--- src/rtl/srt4_div_arbiter.sv ---
// Shares one 3-cycle SRT4 divider between NUM_REQ lanes: round-robin grant, two-cycle operand
// hold, divide-by-zero bypass through the tag pipe, and one in-order backpressured response port.
module srt4_div_arbiter #(
    parameter int NUM_REQ = 4,
    parameter int ID_W    = 2,
    parameter int DIV_LAT = 3
) (
    input  logic                  clk,
    input  logic                  rst,
    input  logic [NUM_REQ-1:0]    req_valid,
    output logic [NUM_REQ-1:0]    req_ready,
    input  logic [NUM_REQ*11-1:0] req_x,
    input  logic [NUM_REQ*11-1:0] req_d,
    input  logic [NUM_REQ-1:0]    req_f,
    output logic                  rsp_valid,
    input  logic                  rsp_ready,
    output logic [ID_W-1:0]       rsp_id,
    output logic [9:0]            rsp_q,
    output logic                  rsp_dz,
    output logic                  div_clken,
    output logic                  div_validin,
    output logic [10:0]           div_x,
    output logic [10:0]           div_d,
    output logic                  div_f,
    input  logic [9:0]            div_q,
    input  logic                  div_valid,
    output logic                  err
);

    typedef enum logic [1:0] {
        ST_IDLE,
        ST_ISSUE,
        ST_HOLD
    } state_t;

    typedef struct packed {
        logic            valid;
        logic [ID_W-1:0] id;
        logic            dz;
        logic            f;
    } tag_t;

    state_t          state;
    state_t          state_nx;
    logic            live;
    logic            stall;
    logic            run;
    logic [ID_W-1:0] rr_ptr;
    logic [ID_W-1:0] gnt_idx;
    logic            gnt_found;
    logic            take;
    logic [ID_W-1:0] op_id;
    logic            op_dz;
    logic [10:0]     lane_x [NUM_REQ];
    logic [10:0]     lane_d [NUM_REQ];
    tag_t            tag_pipe [DIV_LAT];
    tag_t            exit_tag;
    logic            exit_div;
    logic            load;

    // live keeps every output low while reset is held and for the first edge after release.
    assign stall     = rsp_valid & ~rsp_ready;
    assign run       = live & ~stall;
    assign div_clken = run;

    always_ff @(posedge clk or negedge rst) begin
        if (!rst) live <= 1'b0;
        else      live <= 1'b1;
    end

    always_comb begin
        for (int i = 0; i < NUM_REQ; i++) begin
            lane_x[i] = req_x[i*11 +: 11];
            lane_d[i] = req_d[i*11 +: 11];
        end
    end

    // First valid lane at or after rr_ptr, wrapping.
    always_comb begin
        int              idx;
        logic [ID_W-1:0] cand;
        // NOTE: every combinational output gets a default first so no path infers a latch.
        gnt_found = 1'b0;
        gnt_idx   = '0;
        idx       = 0;
        cand      = '0;
        for (int k = 0; k < NUM_REQ; k++) begin
            idx = int'(rr_ptr) + k;
            if (idx >= NUM_REQ) idx = idx - NUM_REQ;
            cand = ID_W'(idx);
            if (!gnt_found && req_valid[cand]) begin
                gnt_found = 1'b1;
                gnt_idx   = cand;
            end
        end
    end

    // HOLD doubles as a grant slot, so back-to-back requests issue every 2 enabled cycles.
    always_comb begin
        state_nx    = state;
        take        = 1'b0;
        div_validin = 1'b0;
        case (state)
            ST_IDLE: begin
                take = run & gnt_found;
                if (take) state_nx = ST_ISSUE;
            end
            ST_ISSUE: begin
                div_validin = ~op_dz;
                if (run) state_nx = ST_HOLD;
            end
            ST_HOLD: begin
                take = run & gnt_found;
                if (take)     state_nx = ST_ISSUE;
                else if (run) state_nx = ST_IDLE;
            end
            default: state_nx = ST_IDLE;
        endcase
    end

    always_comb begin
        for (int i = 0; i < NUM_REQ; i++) begin
            req_ready[i] = take && (gnt_idx == ID_W'(i));
        end
    end

    // NOTE: sequential state uses non-blocking assignments so every flop samples pre-edge values.
    always_ff @(posedge clk or negedge rst) begin
        if (!rst) state <= ST_IDLE;
        else      state <= state_nx;
    end

    always_ff @(posedge clk or negedge rst) begin
        if (!rst) begin
            rr_ptr <= '0;
            div_x  <= '0;
            div_d  <= '0;
            div_f  <= 1'b0;
            op_id  <= '0;
        end else if (take) begin
            rr_ptr <= (gnt_idx == ID_W'(NUM_REQ - 1)) ? '0 : gnt_idx + 1'b1;
            div_x  <= lane_x[gnt_idx];
            div_d  <= lane_d[gnt_idx];
            div_f  <= req_f[gnt_idx];
            op_id  <= gnt_idx;
        end
    end

    assign op_dz = (div_d == '0);

    // NOTE: the tag pipe is reset, unlike a datapath memory, so stale tags can never emit a response.
    always_ff @(posedge clk or negedge rst) begin
        if (!rst) begin
            for (int i = 0; i < DIV_LAT; i++) tag_pipe[i] <= '0;
        end else if (run) begin
            if (state == ST_ISSUE) tag_pipe[0] <= '{valid: 1'b1, id: op_id, dz: op_dz, f: div_f};
            else                   tag_pipe[0] <= '0;
            for (int i = 1; i < DIV_LAT; i++) tag_pipe[i] <= tag_pipe[i-1];
        end
    end

    assign exit_tag = tag_pipe[DIV_LAT-1];
    assign exit_div = exit_tag.valid & ~exit_tag.dz;
    assign load     = run & exit_tag.valid;

    // A dz tag takes the saturated result in its own slot, keeping responses in issue order.
    always_ff @(posedge clk or negedge rst) begin
        if (!rst) begin
            rsp_valid <= 1'b0;
            rsp_id    <= '0;
            rsp_q     <= '0;
            rsp_dz    <= 1'b0;
        end else if (load) begin
            rsp_valid <= 1'b1;
            rsp_id    <= exit_tag.id;
            rsp_q     <= exit_tag.dz ? {exit_tag.f, 9'h1FF} : div_q;
            rsp_dz    <= exit_tag.dz;
        end else if (rsp_ready) begin
            rsp_valid <= 1'b0;
        end
    end

    always_ff @(posedge clk or negedge rst) begin
        if (!rst)                       err <= 1'b0;
        else if (div_valid != exit_div) err <= 1'b1;
    end

endmodule
--- config.mk ---
export PLATFORM = sky130hd
export DESIGN_NAME = srt4_div_arbiter
export DESIGN_NICKNAME = d
export VERILOG_FILES = /design/src/rtl/srt4_div_arbiter.sv
export SDC_FILE = /design/constraint.sdc
export NUM_CORES = 1
export LEC_CHECK = 0
export CAP_MARGIN = 20
export CORE_AREA = 4 4 123 66
export DETAILED_ROUTE_END_ITERATION = 6
export DIE_AREA = 0 0 127 70
export PLACE_DENSITY = 0.85
export SYNTH_ARGS = -nofsm -noshare
export SYNTH_HDL_FRONTEND = slang
export SYNTH_SLANG_ARGS = --single-unit
--- constraint.sdc ---
create_clock -name clk -period 3.4 [get_ports clk]
set_input_delay 0.85 -clock clk [delete_from_list [all_inputs] [get_ports clk]]
set_output_delay 0.85 -clock clk [all_outputs]
set_load 0.03 [all_outputs]
After elaboration in Yosys (flattened, before gate mapping)
Cells that the tools add are included.

Memories kept: 0. Memory bits (read-only): 0. Memory bits (writable): 0. Logic and storage cells: 117. Output and inout port bits: 44. Register bits: 60. Latch bits: 0. Input port bits: 110.

Add/sub/neg operators: 8. Multiply operators: 0. Equality and inequality tests: 9. Reductions and logical operators: 16. Div/mod/pow operators: 0. Shift operators: 0. Muxes and demuxes: 40. Bitwise logic cells: 10. $lt $le $gt $ge: 10.

Operator list (number): $bmux W11 S2 (2); $mux W11 (4); $mux W2 (13); $lt A2 B3 Y1 const B (5); $mux W1 (13); $ge A3 B3 Y1 const B (4); $logic_not A11 Y1 (1); $bmux W1 S2 (5); $mux W10 (1); $sub A2 B1 Y2 const B (4); $logic_and A1 B1 Y1 (7); $add A2 B2 Y3 const B (2); $eq A2 B2 Y1 const B (3); $pmux W2 S3 (1); $and A1 B1 Y1 (5); $mux W5 (1); $eq A2 B1 Y1 const B (2); $logic_not A2 Y1 (2); $ne A2 B2 Y1 const B (2); $not A1 Y1 (4); $add A2 B1 Y3 const B (1); $ge A2 B3 Y1 const B (1); $logic_not A1 Y1 (3); $ne A3 B3 Y1 const B (1); 6 further kinds (6).

Depth between registers and ports, before layout
Gate-level depths: netlist of run 1.

Word-level depth: 18. Mapped depth: 7.

Worst setup path after synthesis of run 1
OpenSTA, ideal clock, no wires.

Kind: input to output. Start: input port req_valid[0]. End: output port req_ready[0]. Slack: 0.515 ns. Cell stages on the path: 6. Arrival time: 2.035 ns. Path buffers: 3. Required time: 2.550 ns. Path through: buf_2 > nor4_4 > nand2b_1 > buf_4 > buf_6 > a21oi_1.

Longest elaborated chain between the ends: 15. Elaborated cells on any way between the ends: 26. Those cells by class: 17 x mux; 1 x bitwise; 8 x reduce/logical.

RTL lines: start, declared (line 10) `input logic [NUM_REQ-1:0] req_valid,`; $bmux W1 S2 (line 91) `if (!gnt_found && req_valid[cand]) begin`; $mux W1 (implied by the code) (line 91); $mux W1 (line 91); $logic_not A1 Y1 (line 91); $logic_and A1 B1 Y1 (line 91); $mux W1 (line 91); $logic_not A1 Y1 (line 91); $logic_and A1 B1 Y1 (line 91); $mux W1 (line 91); $logic_not A1 Y1 (line 91); $logic_and A1 B1 Y1 (line 91); $mux W1 (line 91); $and A1 B1 Y1 (line 105, 113); $mux W1; $logic_and A1 B1 Y1 (*) (line 123) `req_ready[i] = take && (gnt_idx == ID_W'(i));`; end, declared (line 11) `output logic [NUM_REQ-1:0] req_ready,`.

Mark *: on every way between the ends. The rest lies on a longest branch, timed or not. The select of a mux whose other input is x is not followed.

Final worst setup path of run 1
Ends and elaborated chain as after synthesis.

==> impl_metrics.tcl, run 1 <==
set metrics [dict create \
    gr-total-overflow 0 \
    clock_skew_ns 0.003668 \
    min_period_ns 3.220 \
    cp-end-kind "output pin" \
    pre_cts_slack_ns 0.1034 \
    die_y_um 70 \
    synth.yosys.seq_area_share 0.5091 \
    ys_ff_latch 60 \
    drive_gt1_frac 0.08936 \
    cts_setup_buffers 0 \
    p_per_area_nw_per_um2 835.2 \
    relSlewSlack 0.5410 \
    clock-root-buffer "clkbuf_16" \
    grt_pass1_vias 3203 \
    ys_warn_count 0 \
    area_growth_pct 63.05 \
    wl_mm 9.871 \
    failed_checks "DRC" \
    ys_types 41 \
    clk_pin_slew_ns 0.05 \
    via_per_inst 5.459 \
    yosys-top-cells-area "dfrtp_1, a21oi_1, a222oi_1, nand2_1, nor2_1" \
    cts-htree-levels 3 \
    final_nets 575 \
    crit_required_ns 2.55 \
    antenna_found_initial 0 \
    drv_cap 0 \
    ant_nets 0 \
    yosys.area.top_type "dfrtp_1" \
    max_freq_mhz 310.5 \
    leakage_nw 2.087 \
    postLayoutCoreUtil 0.6771 \
    status "finished with violations" \
    worstSetupPathType "input port to output pin" \
    drtIter0Drc 298 \
    power_mw 4.016 \
    vias 3090 \
    initial_utilization 0.4153 \
    synth-edff-count 0 \
    clock-sinks 60 \
    grt_pass1_wl_mm 16.01 \
    synthFlopType "dfrtp_1" \
    ir_drop_uv 347.8 \
    clockBufferDepth 2 \
    wl_per_cell_um 17.44 \
    tightest_slew_ns 0.6885 \
    async_flop_share 1.000 \
    syn_nets 423 \
    place_congestion 0.8369 \
    netlist_instances 313 \
    synth_top_area_frac 0.5091 \
    core.rowCount 22 \
    timing.reg2reg.setup_slack_ns 1.48 \
    drc 1 \
    hp-class "flip-flop to flip-flop" \
    period_share 0.9472 \
    cts_tree "yes" \
    drv_slew 0 \
    worst_slack_ns 0.1796 \
    finalSetupTns_ns 0 \
    cts_made_buffers 9 \
    avgSynthCellArea_um2 9.422 \
    arrival_ns 2.37 \
    pin_count 154 \
    diodes 0 \
    port_buffers 153 \
    rsz0062_at_grt "no" \
    holdWs_ns 0.4648 \
    die_width_um 127 \
    finalSetupViolations 0 \
    cp_max_fo 8 \
    crit_path_start_kind "input port" \
    grtUsageTotal 0.2263 \
    syn_area_um2 2949 \
    hold_viol_final 0 \
    grt_max_degree 32 \
    dpl.hpwl_mm 7.484 \
    die-area_um2 8890 \
    clock_latency_ns 0.32 \
    dr.pass1.iters 7 \
    core_um2 7102 \
]
-- power by group --
group	total [mW]	switching [mW]	internal, mW	leakage, nW
clock network	0.835	0.284	0.551	0.140
logic	1.92	1.11	0.817	1.21
registers	1.26	0.240	1.02	0.734
-- path summary, 6_finish.rpt --
check / startpoint / end / cells after the start
min reg2reg: tag_pipe[7] / exit_tag[2] / 2
min: tag_pipe[7] / exit_tag[2] / 2
max in group asynchronous: rst / div_x[7] / 2
max: req_valid[0] / req_ready[0] / 5
max reg2reg: rr_ptr[1] / div_d[10] / 5
min in group asynchronous: rst / rsp_q[7] / 1
-- placed cells by master (no fill, tap or decap), types with 3 or more instances in the layout --
cell / synthesis / final
nand2b_1: 6 / 6
inv_1: 3 / 3
a21oi_1: 52 / 52
dfrtp_1: 60 / 60
clkbuf_1: 6 / 3
o21ai_0: 14 / 14
mux2_2: 3 / 3
clkbuf_8: 0 / 3
clkdlybuf4s50_1: 0 / 147
nor2_1: 38 / 38
nand3_1: 4 / 4
a222oi_1: 23 / 23
buf_4: 3 / 15
clkbuf_16: 0 / 9
nand2_1: 55 / 55
-- synthesized netlist by cell type (2+ instances only) --
library cell	number
a222oi_1	23
nand3_1	4
mux2i_1	2
nand2_2	2
o21ai_0	14
nor2_1	38
a21oi_1	52
a21o_1	2
nor2b_1	2
dfrtp_1	60
mux2_2	3
nor3_1	2
nand2_1	55
buf_4	3
nor4_1	2
buf_6	6
clkbuf_1	6
nand2b_1	6
buf_2	7
inv_1	3
-- stage by stage --
step / cells / area [µm²]
finish: 566 / 4808
global route: 566 / 4808
CTS: 566 / 4806
detailed placement: 550 / 4523
global placement: 550 / 4523
floorplan: 313 / 2949
-- sequential cells by signal, summed over array words and instances (netlist names) --
name / cells
live: 1
exit_tag: 5
err: 1
rsp_valid: 1
state: 2
rsp_q: 10
div_f: 1
div_d: 11
rsp_dz: 1
tag_pipe: 10
rsp_id: 2
op_id: 2
div_x: 11
rr_ptr: 2
-- timing repair --
| item | 4_1_cts | 5_1_grt |
|---|---|---|
| gates resized for setup | 0 | 1 |
| hold buffers | 0 | 0 |
| setup endpoints to repair | 0 | 1 |
-- layout make-up --
cell class,instances,area (µm²)
fillers,565,2293
repair buffers,164,1602
flip-flops and latches,60,1501
multi-input cells,225,1284
clock buffers,15,277.8
well taps,96,120.1
inverters,5,18.77
clock inverters,1,5.005
-- layer usage --
metal | up-vias | GRT usage | share of wire
met5 | - | 0 | 0
met4 | 0 | 0.06064 | 0.010
met3 | 13 | 0.09702 | 0.12
met2 | 178 | 0.3425 | 0.44
met1 | 1467 | 0.2976 | 0.43
li1 | 1432 | - | -
-- critical path, stage by stage --
cell             delay [ns]
clkdlybuf4s50_1        0.63
nor4_4                 0.48
nand2b_1               0.19
a21oi_1                0.05
buf_4                  0.17
-- logic make-up after synthesis --
group                     synth area share
other                             0.001272
AOI/OAI and AO/OA                   0.2338
muxes                              0.01824
buffers and inverters              0.05769
DFF                                 0.5091
and+or+nand+nor                     0.1769
xor gates and xnor gates          0.002970
Power figures use the tool's default switching activity.
==> inputs of run 2 (changes only) <==
- CORE_AREA: 4 4 123 66 -> 4 4 133 71
- DIE_AREA: 0 0 127 70 -> 0 0 137 75
- PLACE_DENSITY: 0.85 -> 0.77
- clock period: 3.4 -> 2.8 ns (I/O delays scaled with it)
==> impl_metrics.tcl, run 2 (synthesis gave the netlist of run 1 again) <==
set metrics [dict create \
    cp-end-kind "output pin" \
    leakage_nw 2.133 \
    pwr-share-clk 0.245 \
    cts.hold.buffers_added 0 \
    cpPeakStageDelay_ns 0.46 \
    period_share 0.9801 \
    p_int_mw 3.112 \
    min_period_ns 2.744 \
    grt_pass1_wl_mm 15.35 \
    drive_gt1_frac 0.1137 \
    vias 3082 \
    grtUsageTotal 0.1968 \
    hp-class "input port to asynchronous set/reset pin" \
    clock-sinks 60 \
    port_buffers 153 \
    gr-total-overflow 0 \
    via_per_inst 5.206 \
    regArea_um2 1501 \
    cp_slowest_cell "clkdlybuf4s50_1" \
    p_switching_mw 2.037 \
    dr.pass1.iters 7 \
    antenna_found_initial 0 \
    n_fill_cell 674 \
    ant_nets 0 \
    wl_per_cell_um 17.17 \
    cts_made_buffers 9 \
    wl_mm 10.16 \
    core_um2 8408 \
    pin_count 154 \
    status "finished clean" \
    clockBufferDepth 2 \
    p_comb_frac 0.455 \
    largestRegisters "div_d (11), div_x (11)" \
    cts-htree-levels 3 \
    max_freq_mhz 364.4 \
    grt_pass1_vias 3043 \
    clock-root-buffer "clkbuf_16" \
    place_congestion 0.8002 \
    crit_path_start_kind "input port" \
    seqPwrFrac 0.299 \
    die_y_um 75 \
    p_per_area_nw_per_um2 1039 \
    initial_utilization 0.3507 \
    relSlewSlack 0.5704 \
    postCtsResizedCells 9 \
    dpl.hpwl_mm 7.613 \
    ir_drop_uv 432.5 \
    clock_skew_ns 0.006529 \
    mostFrequentLayoutCells "clkdlybuf4s50_1, dfrtp_1, nand2_1" \
    cts_tree "yes" \
    hold_viol_final 0 \
    area_growth_pct 68.09 \
    cp_max_fo 3 \
    worstSetupPathType "input port to output pin" \
    arrival_ns 2.04 \
    diodes 0 \
    drc 0 \
    die-area_um2 10280 \
    drv_slew 0 \
    finalSetupViolations 0 \
    drtIter0Drc 305 \
    die_width_um 137 \
    final_nets 580 \
    multi_input_area_um2 1305 \
    finalSetupTns_ns 0 \
    drv_cap 0 \
    core.rowCount 24 \
    crit_required_ns 2.10 \
    grt_max_degree 30 \
    clk_pin_slew_ns 0.05 \
    tightest_slew_ns 0.6445 \
    crit_chain "clkdlybuf4s50_1 > nand2b_4 > and3b_2 > o221ai_2 > o21ba_4 > buf_6" \
    cts_setup_buffers 0 \
    clock_latency_ns 0.33 \
    dpl.cell_count 576 \
    swShare 0.3956 \
    final_common_cell "clkdlybuf4s50_1" \
    fin_cells 592 \
]
-- run 2: changes by cell type in the layout (fill, tap and decap cells not counted), moves of 2 or more --
| cell | previous run | this run |
|---|---|---|
| buf_4 | 15 | 19 |
| clkdlybuf4s50_1 | 147 | 143 |
| dlygate4sd2_1 | 0 | 4 |
| bufinv_16 | 0 | 3 |
| clkbuf_8 | 3 | 0 |
| clkbuf_1 | 3 | 1 |
-- run 2: area by class of cell --
| class | count | area share |
|---|---|---|
| Clock buffer | 10 | 0.04619 |
| Clock inverter | 6 | 0.02246 |
| Inverter | 5 | 0.003786 |
| Multi-Input combinational cell | 225 | 0.2633 |
| Sequential cell | 60 | 0.3029 |
| Tap cell | 117 | 0.02953 |
| Timing Repair Buffer | 169 | 0.3319 |
-- run 2: path summary, 6_finish.rpt --
check	slack [ns]	start	to	cells after the start
setup / recovery	0.06	rsp_ready	req_ready[2]	6
hold / removal	0.39	rst	rsp_q[0]	1
setup reg to reg	0.86	rr_ptr[1]	div_d[5]	5
hold reg to reg	0.47	tag_pipe[13]	tag_pipe[13]	2
max in group asynchronous	1.71	rst	div_x[10]	2
min in group clk	0.47	tag_pipe[13]	tag_pipe[13]	2
-- run 2: through the flow --
step                power, mW  hold slack [ns]  area, µm²    util  setup slack, ns
detailed placement      3.880           0.4567       4597  0.5467          -0.1504
floorplan               2.890           0.4044       2949       -           0.2148
global route            5.460           0.4440       4957  0.5896        -0.002873
finish                  5.149           0.3941       4957  0.5896          0.05580
CTS                     5.185           0.4019       4951  0.5888        0.0008624
global placement        3.835           0.4490       4597  0.5467         -0.09517
-- run 2: critical path: cells and delay by family --
family / cells / cell delay (ns)
and+or+nand+nor: 2 / 0.37
buffers and inverters: 2 / 0.59
AOI/OAI and AO/OA: 2 / 0.37
-- run 2: routing by layer --
layer | up-vias | wire, µm | GRT usage
li1 | 1440 | - | -
met1 | 1442 | 4413 | 0.2588
met2 | 191 | 4396 | 0.3039
met3 | 9 | 1240 | 0.08611
met4 | 0 | 112 | 0.04535
met5 | - | 0 | 0
-- run 2: power by group through the flow --
stage               combinational (mW)  sequential [mW]  clock [mW]
floorplan                        0.956             1.93           0
global placement                  2.31             1.53           0
detailed placement                2.34             1.54           0
CTS                               2.35             1.54        1.30
global route                      2.53             1.59        1.34
finish                            2.34             1.54        1.26
